## src/rtl/dp_seq_pkg.sv

```systemverilog
// Shared types and ISA constants for the data-processing instruction sequencer.
package dp_seq_pkg;

    typedef enum logic [1:0] {
        ST_IDLE   = 2'd0,
        ST_DECODE = 2'd1,
        ST_EXEC   = 2'd2,
        ST_WB     = 2'd3
    } seq_state_e;

    localparam logic [3:0] OP_AND = 4'd0;
    localparam logic [3:0] OP_EOR = 4'd1;
    localparam logic [3:0] OP_SUB = 4'd2;
    localparam logic [3:0] OP_RSB = 4'd3;
    localparam logic [3:0] OP_ADD = 4'd4;
    localparam logic [3:0] OP_ADC = 4'd5;
    localparam logic [3:0] OP_SBC = 4'd6;
    localparam logic [3:0] OP_RSC = 4'd7;
    localparam logic [3:0] OP_TST = 4'd8;
    localparam logic [3:0] OP_TEQ = 4'd9;
    localparam logic [3:0] OP_CMP = 4'd10;
    localparam logic [3:0] OP_CMN = 4'd11;
    localparam logic [3:0] OP_ORR = 4'd12;
    localparam logic [3:0] OP_MOV = 4'd13;
    localparam logic [3:0] OP_BIC = 4'd14;
    localparam logic [3:0] OP_MVN = 4'd15;

    localparam logic [1:0] SH_LSL = 2'b00;
    localparam logic [1:0] SH_LSR = 2'b01;
    localparam logic [1:0] SH_ASR = 2'b10;
    localparam logic [1:0] SH_ROR = 2'b11;

    localparam logic [3:0] CC_EQ = 4'd0;
    localparam logic [3:0] CC_NE = 4'd1;
    localparam logic [3:0] CC_CS = 4'd2;
    localparam logic [3:0] CC_CC = 4'd3;
    localparam logic [3:0] CC_MI = 4'd4;
    localparam logic [3:0] CC_PL = 4'd5;
    localparam logic [3:0] CC_VS = 4'd6;
    localparam logic [3:0] CC_VC = 4'd7;
    localparam logic [3:0] CC_HI = 4'd8;
    localparam logic [3:0] CC_LS = 4'd9;
    localparam logic [3:0] CC_GE = 4'd10;
    localparam logic [3:0] CC_LT = 4'd11;
    localparam logic [3:0] CC_GT = 4'd12;
    localparam logic [3:0] CC_LE = 4'd13;
    localparam logic [3:0] CC_AL = 4'd14;
    localparam logic [3:0] CC_NV = 4'd15;

    // Compare/test opcodes (TST..CMN) only produce flags, never a register write.
    function automatic logic is_test_op(input logic [3:0] op);
        return (op >= OP_TST) && (op <= OP_CMN);
    endfunction

endpackage

```

## src/rtl/dp_instr_sequencer_cond_check.sv

```systemverilog
// Combinational ARM condition-code evaluator; nzcv is {N,Z,C,V}.
module cond_check
    import dp_seq_pkg::*;
(
    input  logic [3:0] cond_i,
    input  logic [3:0] nzcv_i,
    output logic       pass_o
);

    logic n, z, c, v;

    assign n = nzcv_i[3];
    assign z = nzcv_i[2];
    assign c = nzcv_i[1];
    assign v = nzcv_i[0];

    always_comb begin
        pass_o = 1'b0;
        case (cond_i)
            CC_EQ: pass_o = z;
            CC_NE: pass_o = !z;
            CC_CS: pass_o = c;
            CC_CC: pass_o = !c;
            CC_MI: pass_o = n;
            CC_PL: pass_o = !n;
            CC_VS: pass_o = v;
            CC_VC: pass_o = !v;
            CC_HI: pass_o = c && !z;
            CC_LS: pass_o = !c || z;
            CC_GE: pass_o = (n == v);
            CC_LT: pass_o = (n != v);
            CC_GT: pass_o = !z && (n == v);
            CC_LE: pass_o = z || (n != v);
            CC_AL: pass_o = 1'b1;
            CC_NV: pass_o = 1'b0;
            default: pass_o = 1'b0;
        endcase
    end

endmodule

```

## src/rtl/dp_instr_sequencer.sv

```systemverilog
// Four-phase issue controller for ARM data-processing instructions; owns NZCV.
// Define DP_SEQ_ILLEGAL_TRAP_EN to trap illegal encodings with a sticky flag.
module dp_instr_sequencer
    import dp_seq_pkg::*;
(
    input  logic        clk,
    input  logic        rst_n,
    input  logic        instr_valid,
    output logic        instr_ready,
    input  logic [31:0] instr,
    output logic [3:0]  rf_raddr_a,
    output logic [3:0]  rf_raddr_b,
    output logic [3:0]  rf_raddr_c,
    input  logic [31:0] rf_rdata_a,
    input  logic [31:0] rf_rdata_b,
    input  logic [31:0] rf_rdata_c,
    output logic [31:0] alu_a,
    output logic [31:0] shift_data,
    output logic [7:0]  shift_num,
    output logic [2:0]  shift_op,
    output logic [3:0]  alu_op,
    output logic        write_nzcv,
    input  logic [31:0] alu_f,
    input  logic [3:0]  alu_nzcv,
    output logic        rf_we,
    output logic [3:0]  rf_waddr,
    output logic [31:0] rf_wdata,
    output logic [3:0]  nzcv,
    output logic        done,
    output logic        skipped,
    output logic        illegal
);

    seq_state_e  state_q, state_d;
    logic [31:0] ir_q, ir_d;
    logic [31:0] rn_q, rn_d;
    logic [31:0] rm_q, rm_d;
    logic [31:0] rs_q, rs_d;
    logic [31:0] f_q, f_d;
    logic [3:0]  fl_q, fl_d;
    logic [3:0]  nzcv_q, nzcv_d;
    logic        cond_pass;
    logic        enc_illegal;
    logic        accept_en;

    cond_check u_cond_check (
        .cond_i (ir_q[31:28]),
        .nzcv_i (nzcv_q),
        .pass_o (cond_pass)
    );

    assign enc_illegal = (ir_q[27:26] != 2'b00) || (is_test_op(ir_q[24:21]) && !ir_q[20]);
    assign nzcv        = nzcv_q;

`ifdef DP_SEQ_ILLEGAL_TRAP_EN
    logic illegal_q, illegal_d;

    assign accept_en = !illegal_q;
    assign illegal   = illegal_q;

    always_ff @(posedge clk or negedge rst_n) begin
        if (!rst_n) illegal_q <= 1'b0;
        else        illegal_q <= illegal_d;
    end
`else
    assign accept_en = 1'b1;
    assign illegal   = 1'b0;
`endif

    always_comb begin
        state_d     = state_q;
        ir_d        = ir_q;
        rn_d        = rn_q;
        rm_d        = rm_q;
        rs_d        = rs_q;
        f_d         = f_q;
        fl_d        = fl_q;
        nzcv_d      = nzcv_q;
`ifdef DP_SEQ_ILLEGAL_TRAP_EN
        illegal_d   = illegal_q;
`endif
        instr_ready = 1'b0;
        rf_raddr_a  = 4'd0;
        rf_raddr_b  = 4'd0;
        rf_raddr_c  = 4'd0;
        alu_a       = 32'd0;
        shift_data  = 32'd0;
        shift_num   = 8'd0;
        shift_op    = 3'd0;
        alu_op      = 4'd0;
        write_nzcv  = 1'b0;
        rf_we       = 1'b0;
        rf_waddr    = 4'd0;
        rf_wdata    = 32'd0;
        done        = 1'b0;
        skipped     = 1'b0;

        case (state_q)
            ST_IDLE: begin
                instr_ready = accept_en;
                if (instr_valid && accept_en) begin
                    ir_d    = instr;
                    state_d = ST_DECODE;
                end
            end
            ST_DECODE: begin
                rf_raddr_a = ir_q[19:16];
                rf_raddr_b = ir_q[3:0];
                rf_raddr_c = ir_q[11:8];
                rn_d       = rf_rdata_a;
                rm_d       = rf_rdata_b;
                rs_d       = rf_rdata_c;
                if (enc_illegal) begin
`ifdef DP_SEQ_ILLEGAL_TRAP_EN
                    illegal_d = 1'b1;
`else
                    skipped   = 1'b1;
`endif
                    state_d = ST_IDLE;
                end else if (!cond_pass) begin
                    skipped = 1'b1;
                    state_d = ST_IDLE;
                end else begin
                    state_d = ST_EXEC;
                end
            end
            ST_EXEC: begin
                alu_a      = rn_q;
                alu_op     = ir_q[24:21];
                write_nzcv = ir_q[20];
                if (ir_q[25]) begin
                    // Rotated immediate: 8-bit value, ROR by twice the 4-bit field.
                    shift_data = {24'd0, ir_q[7:0]};
                    shift_num  = {3'b000, ir_q[11:8], 1'b0};
                    shift_op   = {SH_ROR, 1'b0};
                end else if (!ir_q[4]) begin
                    shift_data = rm_q;
                    shift_num  = {3'b000, ir_q[11:7]};
                    shift_op   = {ir_q[6:5], 1'b0};
                end else begin
                    shift_data = rm_q;
                    shift_num  = rs_q[7:0];
                    shift_op   = {ir_q[6:5], 1'b1};
                end
                f_d     = alu_f;
                fl_d    = alu_nzcv;
                state_d = ST_WB;
            end
            ST_WB: begin
                rf_we    = !is_test_op(ir_q[24:21]);
                rf_waddr = ir_q[15:12];
                rf_wdata = f_q;
                if (ir_q[20]) nzcv_d = fl_q;
                done     = 1'b1;
                state_d  = ST_IDLE;
            end
            default: state_d = ST_IDLE;
        endcase
    end

    always_ff @(posedge clk or negedge rst_n) begin
        if (!rst_n) begin
            state_q <= ST_IDLE;
            ir_q    <= 32'd0;
            rn_q    <= 32'd0;
            rm_q    <= 32'd0;
            rs_q    <= 32'd0;
            f_q     <= 32'd0;
            fl_q    <= 4'd0;
            nzcv_q  <= 4'd0;
        end else begin
            state_q <= state_d;
            ir_q    <= ir_d;
            rn_q    <= rn_d;
            rm_q    <= rm_d;
            rs_q    <= rs_d;
            f_q     <= f_d;
            fl_q    <= fl_d;
            nzcv_q  <= nzcv_d;
        end
    end

endmodule

```

## config.mk

```make
export PLATFORM = sky130hd
export DESIGN_NAME = dp_instr_sequencer
export DESIGN_NICKNAME = d
export VERILOG_FILES = /design/src/rtl/dp_seq_pkg.sv /design/src/rtl/dp_instr_sequencer_cond_check.sv /design/src/rtl/dp_instr_sequencer.sv
export SDC_FILE = /design/constraint.sdc
export NUM_CORES = 1
export LEC_CHECK = 0
export CORE_UTILIZATION = 42
export DETAILED_ROUTE_END_ITERATION = 7
export GPL_TIMING_DRIVEN = 0
export PLACE_DENSITY = 0.81
export SYNTH_ARGS = -nofsm -noshare
export SYNTH_HDL_FRONTEND = slang
export SYNTH_SLANG_ARGS = --single-unit
```

## constraint.sdc

```tcl
create_clock -name clk -period 1.9 [get_ports clk]
set_input_delay 0.38 -clock clk [delete_from_list [all_inputs] [get_ports clk]]
set_output_delay 0.38 -clock clk [all_outputs]
set_load 0.01 [all_outputs]
```

# Yosys cells after proc, flatten, opt, wreduce, memory -nomap -nowiden

Index checks and enable logic that the tools add are counted.
Widths: inputs -> output; s select.

Order comparisons: 2
Eq/ne operators: 21
Reductions and logical operators: 18
Multiplexer cells: 27

Operator list:

| kind               | count |
|---|---|
| $mux 32            | 4 |
| $eq 4x4->1 const B | 8 |
| $mux 8             | 3 |
| $mux 4             | 5 |
| $eq 4x3->1 const B | 4 |
| $pmux 1 s16        | 1 |
| $eq 4x2->1 const B | 2 |
| $mux 1             | 8 |
| $pmux 2 s4         | 1 |
| $logic_not 1->1    | 6 |
| $mux 2             | 3 |
| $mux 3             | 2 |
| $eq 2x2->1 const B | 2 |
| $eq 4x1->1 const B | 1 |
| $ge 4x4->1 const B | 1 |
| $le 4x4->1 const B | 1 |
| $logic_and 1x1->1  | 4 |
| $logic_not 4->1    | 1 |
| $reduce_and 2->1   | 2 |
| $logic_or 1x1->1   | 3 |
| $eq 2x1->1 const B | 1 |
| $logic_not 2->1    | 1 |
| $ne 2x2->1 const B | 1 |
| $reduce_bool 2->1  | 1 |
| 2 further kinds    | 2 |

Register bits after elaboration: 146
Word-level logic and storage cells: 76
Output and inout port bits: 137
Bits of input ports: 167

# Longest topological paths before layout

Gate-level depths: netlist of the first run.

Depth after elaboration: 6
Depth in mapped cells: 6
Mapped depth without buffers: 5

# Hierarchy

Synthesis of the first run repeated with hierarchy kept, for this count alone.

Cells, all modules: 589
Area total of the unflattened synthesis: 6762.7 µm²

By module, submodules not included:

| module             | cells an instance | area an instance (µm²) | seq. area each (µm²) | times used |
|---|---|---|---|---|
| dp_instr_sequencer | 566               | 6607.6                 | 3653.5               | 1 |
| cond_check         | 23                | 155.1                  | 0.0                  | 1 |

# Worst setup path before layout of the first run

OpenSTA, ideal clock, no wires.

Kind: register -> output
Start: register ir_q[29]
End: output port skipped
Arrival: 1.321 ns
Buffers on the path: 0
Required time: 1.520 ns
Path slack: 0.199 ns
Cell stages (with the launch flop): 6
Path through: dfrtp_1 -> mux2i_1 -> xnor2_1 -> a221oi_2 -> a21oi_1 -> a21boi_0

Word-level cells in the longest chain between the ends: 5
Elaborated cells on any way between the ends: 20
Those cells by class: 15 x eq/ne; 4 x mux; 1 x reduce/logical

Ends and longest elaborated chain:

| item                                     | RTL line                            | text |
|---|---|---|
| start, declared                          | dp_instr_sequencer.sv:35            | `logic [31:0] ir_q, ir_d;` |
| start signal, assigned                   | dp_instr_sequencer.sv:173           | `ir_q <= ir_d;` |
| $eq 4x4->1, or another cell as far along | dp_instr_sequencer_cond_check.sv:19 | `case (cond_i)` |
| $pmux 1 s16 (*)                          | dp_instr_sequencer_cond_check.sv:19 |  |
| $mux 1 (*)                               | dp_instr_sequencer.sv:120           | `end else if (!cond_pass) begin` |
| $mux 1 (*)                               | dp_instr_sequencer.sv:113           | `if (enc_illegal) begin` |
| $mux 1 (*)                               | dp_instr_sequencer.sv:98            | `case (state_q)` |
| end, declared                            | dp_instr_sequencer.sv:30            | `output logic skipped,` |

Mark *: on every way between the ends. The rest lies on a longest branch, timed or not.

# Final worst setup path of the first run

Ends and elaborated chain as after synthesis.

==> results.txt, run 1 <==
Mean Syn Cell Area - 11.33 um^2
Worst-Skew Late Latency - 0.41 ns
CP Capture Type - output port
initial antenna violation count - 0
Rows - 45
headroom to the max-slew limit - 0.6163
Seq/Total Area, Yosys - 0.5530
Area Growth Syn to Fin - 76.68%
# Max-Cap Violations - 0
commonest non-fill, non-tap cell in the layout - clkdlybuf4s50_1
top sig layer - met4
largest net degree at the start of global routing - 88
GP Congestion - 0.7850
power share of the clock group - 0.204
PwrDens - 1386 nW/um^2
synth warn - 0
dpl hpwl - 13310 um
H-tree depth - 4
Crit path max-delay family - compound AO/OA/AOI/OAI gates
wire length on met1 - 8336 um
status - complete, but fails checks
CP required - 1.52 ns
sequential power share - 0.352
Startpoint Class - register
Synth Register Bits - 146
failing checks - setup timing
CTS tree - yes
Initial Util - 0.4330
Worst EP arrival - 1.82 ns
period utilisation layout - 1.155
Int Power - 10.88 mW
cells along the critical path - mux2i_1 > xnor2_1 > a221oi_2 > a21oi_2 > a21boi_1 > buf_2
Reg clk slew, reported paths - 0.06 ns
DRT Wirelength - 21100 um
setup TNS - -16.67 ns
WL per Instance - 18.30 um
Final Hold Violating Endpoints - 0
clock net sink count - 146
async set or reset register ratio after synthesis - 1.000
Comb pwr share - 0.444
hold slack - 0.4763 ns
Fillers - 971
clk_skew - 0.006209 ns
Worst VDD drop - 0.0007223 V
Worst Setup Path Type - reg2out
reported leakage power - 5.355 nW
synthesized area - 6606 um^2
detailed-route DRC error count - 0
final setup fails - 122
Yosys cell types - 30
HP Class - reg2reg
Remaining Overflow, GRT - 0
final net count - 1097
Synth Instances - 583
Net Count, Synth - 750
RSZ-0062 raised after global routing - yes
Sw Ratio - 0.3274
vias in the first global route - 6020
ANT nets after route - 0
DRT Pass-1 Iters - 4
WL met3 - 1645 um
Worst Path Buf+Inv - 1
CP max stage cell - dfrtp_1
Via density - 4.865
Iter 0 DRT Violations - 247
fin worst setup slack - -0.2950 ns
Max Slew Vio Count - 0
most frequent cells in the layout - clkdlybuf4s50_1, dfrtp_1, buf_6
CP Max Fanout - 4
GRT Total Usage - 0.2536
layout cells sized above 1 - 0.5149
Vias - 5609
EDFF count, synth - 0
Achievable Freq - 0.4556 GHz
Die Span Y - 127.4 um
number of buffers created by CTS - 17
NetSw - 5.297 mW
Met2 Routed Length - 10610 um
Clock Tree Root - clkbuf_16
Top FF cell, synth - dfrtp_1
DIE WIDTH - 127.4 um
CORE AREA - 15260 um^2
full die area - 16230 um^2
Largest stage delay, worst path - 0.42 ns
Worst Tran Pin Value - 0.5756 ns
# diodes - 0
port bufs - 278
Boundary Pins - 304
min cycle time layout - 2.195 ns
clock buffer depth - 2
first-pass GRT wire length - 31100 um
-- worst paths after layout --
path	from	end	slack (ns)	depth (start not counted)
max	ir_q[29]	skipped	-0.30	6
min	f_q[29]	f_q[29]	0.48	2
max reg2reg	state_q[0]	ir_q[9]	0.07	7
min reg2reg	f_q[29]	f_q[29]	0.48	2
max in group asynchronous	rst_n	rn_q[13]	0.56	3
min in group asynchronous	rst_n	ir_q[24]	0.51	2
-- synthesized netlist by cell type, types with 2 or more instances --
library cell    n  share of area
xor2_1          2         0.0027
xnor2_1         3         0.0040
mux2_2        101           0.17
o21ai_0         2         0.0015
nand2_1       112          0.064
inv_1           3         0.0017
dfrtp_1       146           0.55
nor2_1         20          0.011
mux2i_1        14          0.021
clkbuf_1       25          0.014
nor2b_1         3         0.0028
and3_1         39          0.037
buf_2          10         0.0076
a21oi_1         2         0.0015
buf_4           4         0.0045
and2_1         75          0.071
a21boi_0        2         0.0023
buf_6           4         0.0068
mux2_1          5         0.0085
-- metal layers --
| metal | GRT usage | vias to the layer above |
|---|---|---|
| met3 | 0.09380 | 30 |
| li1 | - | 2616 |
| met1 | 0.2972 | 2744 |
| met2 | 0.4259 | 219 |
| met4 | 0.09174 | 0 |
| met5 | 0 | - |
-- sequential cells by signal, summed over array words and instances (netlist names), named ones only --
| name | cells |
|---|---|
| f_q | 32 |
| fl_q | 4 |
| ir_q | 32 |
| nzcv | 4 |
| rm_q | 32 |
| rn_q | 32 |
| rs_q | 8 |
| state_q | 1 |
-- what timing repair did --
item | in CTS | in global routing
hold buffers | 1 | 0
endpoints found under the hold margin | 59 | 0
buffers inserted | 25 | 20
setup endpoints to repair | 132 | 131
resized for setup | 719 | 207
pin swaps | 37 | 41
gates cloned | 10 | 3
-- worst reg2reg max path, delay by kind of cell, from the launching register on --
family | cells | cell delay [ns]
buffers and inverters | 4 | 0.65
flip-flops | 1 | 0.47
multiplexers | 1 | 0.36
AND/OR/NAND/NOR | 2 | 0.22
-- cells by family after synthesis --
group | Yosys count | share of synthesized area
flops | 146 | 0.5530
mux | 120 | 0.2019
buf+inv | 46 | 0.03485
compound gates | 12 | 0.01364
other cells | 1 | 0.0005676
xor+xnor | 5 | 0.006630
simple gates | 253 | 0.1894
-- layout make-up --
| cell class | count | area [um^2] | area share |
|---|---|---|---|
| flip-flops and latches | 146 | 3659 | 0.3134 |
| repair buffers | 335 | 3535 | 0.3028 |
| multi-input cells | 391 | 3206 | 0.2746 |
| clock buffers | 19 | 442.9 | 0.03795 |
| plain buffers | 36 | 420.4 | 0.03602 |
| well taps | 211 | 264.0 | 0.02262 |
| clock inverters | 12 | 135.1 | 0.01158 |
| inverters | 3 | 11.26 | 0.0009647 |
-- power by group through the flow --
stage / Clock [mW] / Combinational, mW / Sequential, mW
detailed placement: 0 / 5.28 / 5.54
CTS: 3.36 / 6.13 / 5.59
floorplan: 0 / 3.32 / 5.28
global route: 3.48 / 7.70 / 5.89
finish: 3.30 / 7.19 / 5.69
global placement: 0 / 5.14 / 5.48
-- per-stage QoR --
stage | area, um^2 | utilization | setup slack [ns] | instances | power [mW]
6_report | 11670 | 0.7650 | -0.2950 | 1153 | 16.18
5_1_grt | 11670 | 0.7650 | -0.4068 | 1153 | 17.08
4_1_cts | 10850 | 0.7111 | -0.2988 | 1139 | 15.07
3_5_place_dp | 9682 | 0.6345 | -0.7076 | 1073 | 10.82
3_3_place_gp | 9653 | 0.6326 | -5.605 | 1072 | 10.62
2_1_floorplan | 6606 | - | 0.1988 | 583 | 8.594
Note: power is estimated with default switching activity, not from simulation.
==> inputs of run 2 (changes only) <==
--- a/config.mk
+++ b/config.mk
@@ -11,4 +11,5 @@
 export PLACE_DENSITY = 0.81
 export SYNTH_ARGS = -nofsm -noshare
 export SYNTH_HDL_FRONTEND = slang
+export SYNTH_HIERARCHICAL = 1
 export SYNTH_SLANG_ARGS = --single-unit
==> run 2 against run 1 <==
Effect of this change:
- cell count increased by 3.9%
- sequential share of layout area decreased by 1.4 points
- largest power group unchanged
- flip-flop and latch count unchanged
- the run still ends with setup timing left
- critical path depth increased by 1
- hold slack got worse by 0.47 ns
- utilization increased by 0.86 points
- global-route usage increased by 1.1 points
- register-to-register slack about the same
- power increased by 15%
==> results.txt, run 2 <==
status - complete, but fails checks
DRT Wirelength - 22910 um
Worst Tran Pin Value - 0.8621 ns
Iter 0 DRT Violations - 262
CP startpoint - nzcv[0]
failing checks - setup timing
vias in the first global route - 6015
fin worst setup slack - -0.6691 ns
Achievable Freq - 0.3892 GHz
Synth top cells by count - dfrtp_1, nand2_1, mux2_2
GRT Total Usage - 0.2647
detailed-route DRC error count - 0
Mean Syn Cell Area - 11.48 um^2
number of buffers created by CTS - 17
period utilisation layout - 1.352
most frequent cells in the layout - buf_6, clkdlybuf4s50_1, dfrtp_1
R2R depth - 7
CP Capture Type - output port
DIE WIDTH - 128.9 um
CORE AREA - 15830 um^2
final net count - 1136
WL per Instance - 19.12 um
port bufs - 278
Final Hold Violating Endpoints - 0
Die Span Y - 128.9 um
Area Growth Syn to Fin - 81.05%
CP Max Fanout - 2
Reg clk slew, reported paths - 0.06 ns
async set or reset register ratio after synthesis - 1.000
Multi-input gate area - 3383 um^2
r2r startpoint - nzcv[0]
Max Slew Vio Count - 0
H-tree depth - 4
Critical Path End - skipped
Via density - 4.966
Vias - 5949
ANT nets after route - 0
most common cell in the netlist - dfrtp_1
area post-placement - 9851 um^2
Synth Instances - 589
clk_skew - 0.01053 ns
Yosys cell types - 33
Seq/Total Area, Yosys - 0.5402
HP Class - in2async
CP required - 1.52 ns
setup TNS - -28.99 ns
final instance area - 12240 um^2
Fillers - 935
Startpoint Class - register
Boundary Pins - 304
DRT Pass-1 Iters - 5
commonest non-fill, non-tap cell in the layout - buf_6
Worst VDD drop - 0.0008068 V
headroom to the max-slew limit - 0.4253
Worst EP arrival - 2.19 ns
full die area - 16610 um^2
Clock Tree Root - clkbuf_16
Rows - 46
# diodes - 0
Worst-Skew Late Latency - 0.43 ns
clock buffer depth - 2
reported leakage power - 5.712 nW
Net Count, Synth - 756
Top FF cell, synth - dfrtp_1
area leader, netlist - dfrtp_1
final setup fails - 128
RSZ-0062 raised after global routing - yes
Synth Register Bits - 146
top-area cell type share of the netlist area - 0.5402
layout cells sized above 1 - 0.5438
min cycle time layout - 2.569 ns
Synth area leaders - dfrtp_1, mux2_2, and2_1, mux2_4, nand2_1
Worst Setup Path Type - reg2out
GP Congestion - 0.7766
first-pass GRT wire length - 32510 um
register area - 3662 um^2
Initial Util - 0.4273
dpl hpwl - 13760 um
synth warn - 6
EDFF count, synth - 0
largest net degree at the start of global routing - 90
PwrDens - 1519 nW/um^2
Remaining Overflow, GRT - 0
initial antenna violation count - 0
synthesized area - 6763 um^2
clock net sink count - 146
CTS tree - yes
# Max-Cap Violations - 0
hold slack - 0.004950 ns
reg2reg setup slack - 0.08 ns
## run 2: critical path: stages, from the launching register on
cell,delay [ns]
dfrtp_1,0.43
xor2_2,0.22
xor2_1,0.18
a2111oi_1,0.09
a311oi_1,0.25
o22ai_1,0.15
a311oi_2,0.26
buf_2,0.18
## run 2: area by class of cell
| cell class | count | share of cell area |
|---|---|---|
| clock inverters | 13 | 0.01431 |
| well taps | 216 | 0.02207 |
| plain buffers | 31 | 0.02810 |
| clock buffers | 19 | 0.03699 |
| inverters | 4 | 0.001431 |
| multi-input cells | 396 | 0.2763 |
| repair buffers | 373 | 0.3217 |
| flip-flops and latches | 146 | 0.2991 |
## run 2: kinds of logic after synthesis
| family | share of synthesized area |
|---|---|
| simple gates | 0.1883 |
| buf+inv | 0.03552 |
| compound gates | 0.01295 |
| flops | 0.5402 |
| xor+xnor | 0.005181 |
| other cells | 0.0005545 |
| mux | 0.2172 |
## run 2: worst min path at each step
stage / start / endpoint / slack (ns) / cells past startpoint
after floorplan: rst_n / async pin / 0.08 / 0
after global placement: f_q[26] / f_q[26] / 0.45 / 2
final: rst_n / f_q[1] / 0.005 / 1
after detailed placement: f_q[28] / f_q[28] / 0.46 / 2
after CTS: rst_n / f_q[10] / 0.06 / 1
after global routing: rst_n / f_q[31] / 0.09 / 1
## run 2: timing repair
item,CTS,global route
hold buffers,0,0
gates cloned,8,2
setup endpoints to repair,132,140
resized for setup,779,197
pin swaps,29,51
setup buffers,64,29
## run 2: where the power goes
part	internal, mW	leakage [nW]	switching, mW
clock	2.16	0.295	1.42
sequential	4.72	1.72	1.09
combinational	5.51	3.69	3.69
total	12.4	5.71	6.20
## run 2: metrics by stage
stage | std cells | setup slack [ns] | util | total power [mW]
after global routing | 1198 | -0.7727 | 0.7736 | 19.50
after CTS | 1185 | -0.6812 | 0.7262 | 17.37
after global placement | 1083 | -5.608 | 0.6206 | 11.71
final | 1198 | -0.6691 | 0.7736 | 18.60
after detailed placement | 1084 | -0.6946 | 0.6224 | 11.91
after floorplan | 589 | -0.01794 | - | 9.411
## run 2: layer usage
metal,up-vias,part of all wire,global-route usage
li1,2710,-,-
met1,2973,0.40,0.3254
met2,223,0.51,0.4410
met3,43,0.064,0.07235
met4,0,0.025,0.1073
met5,-,0,0
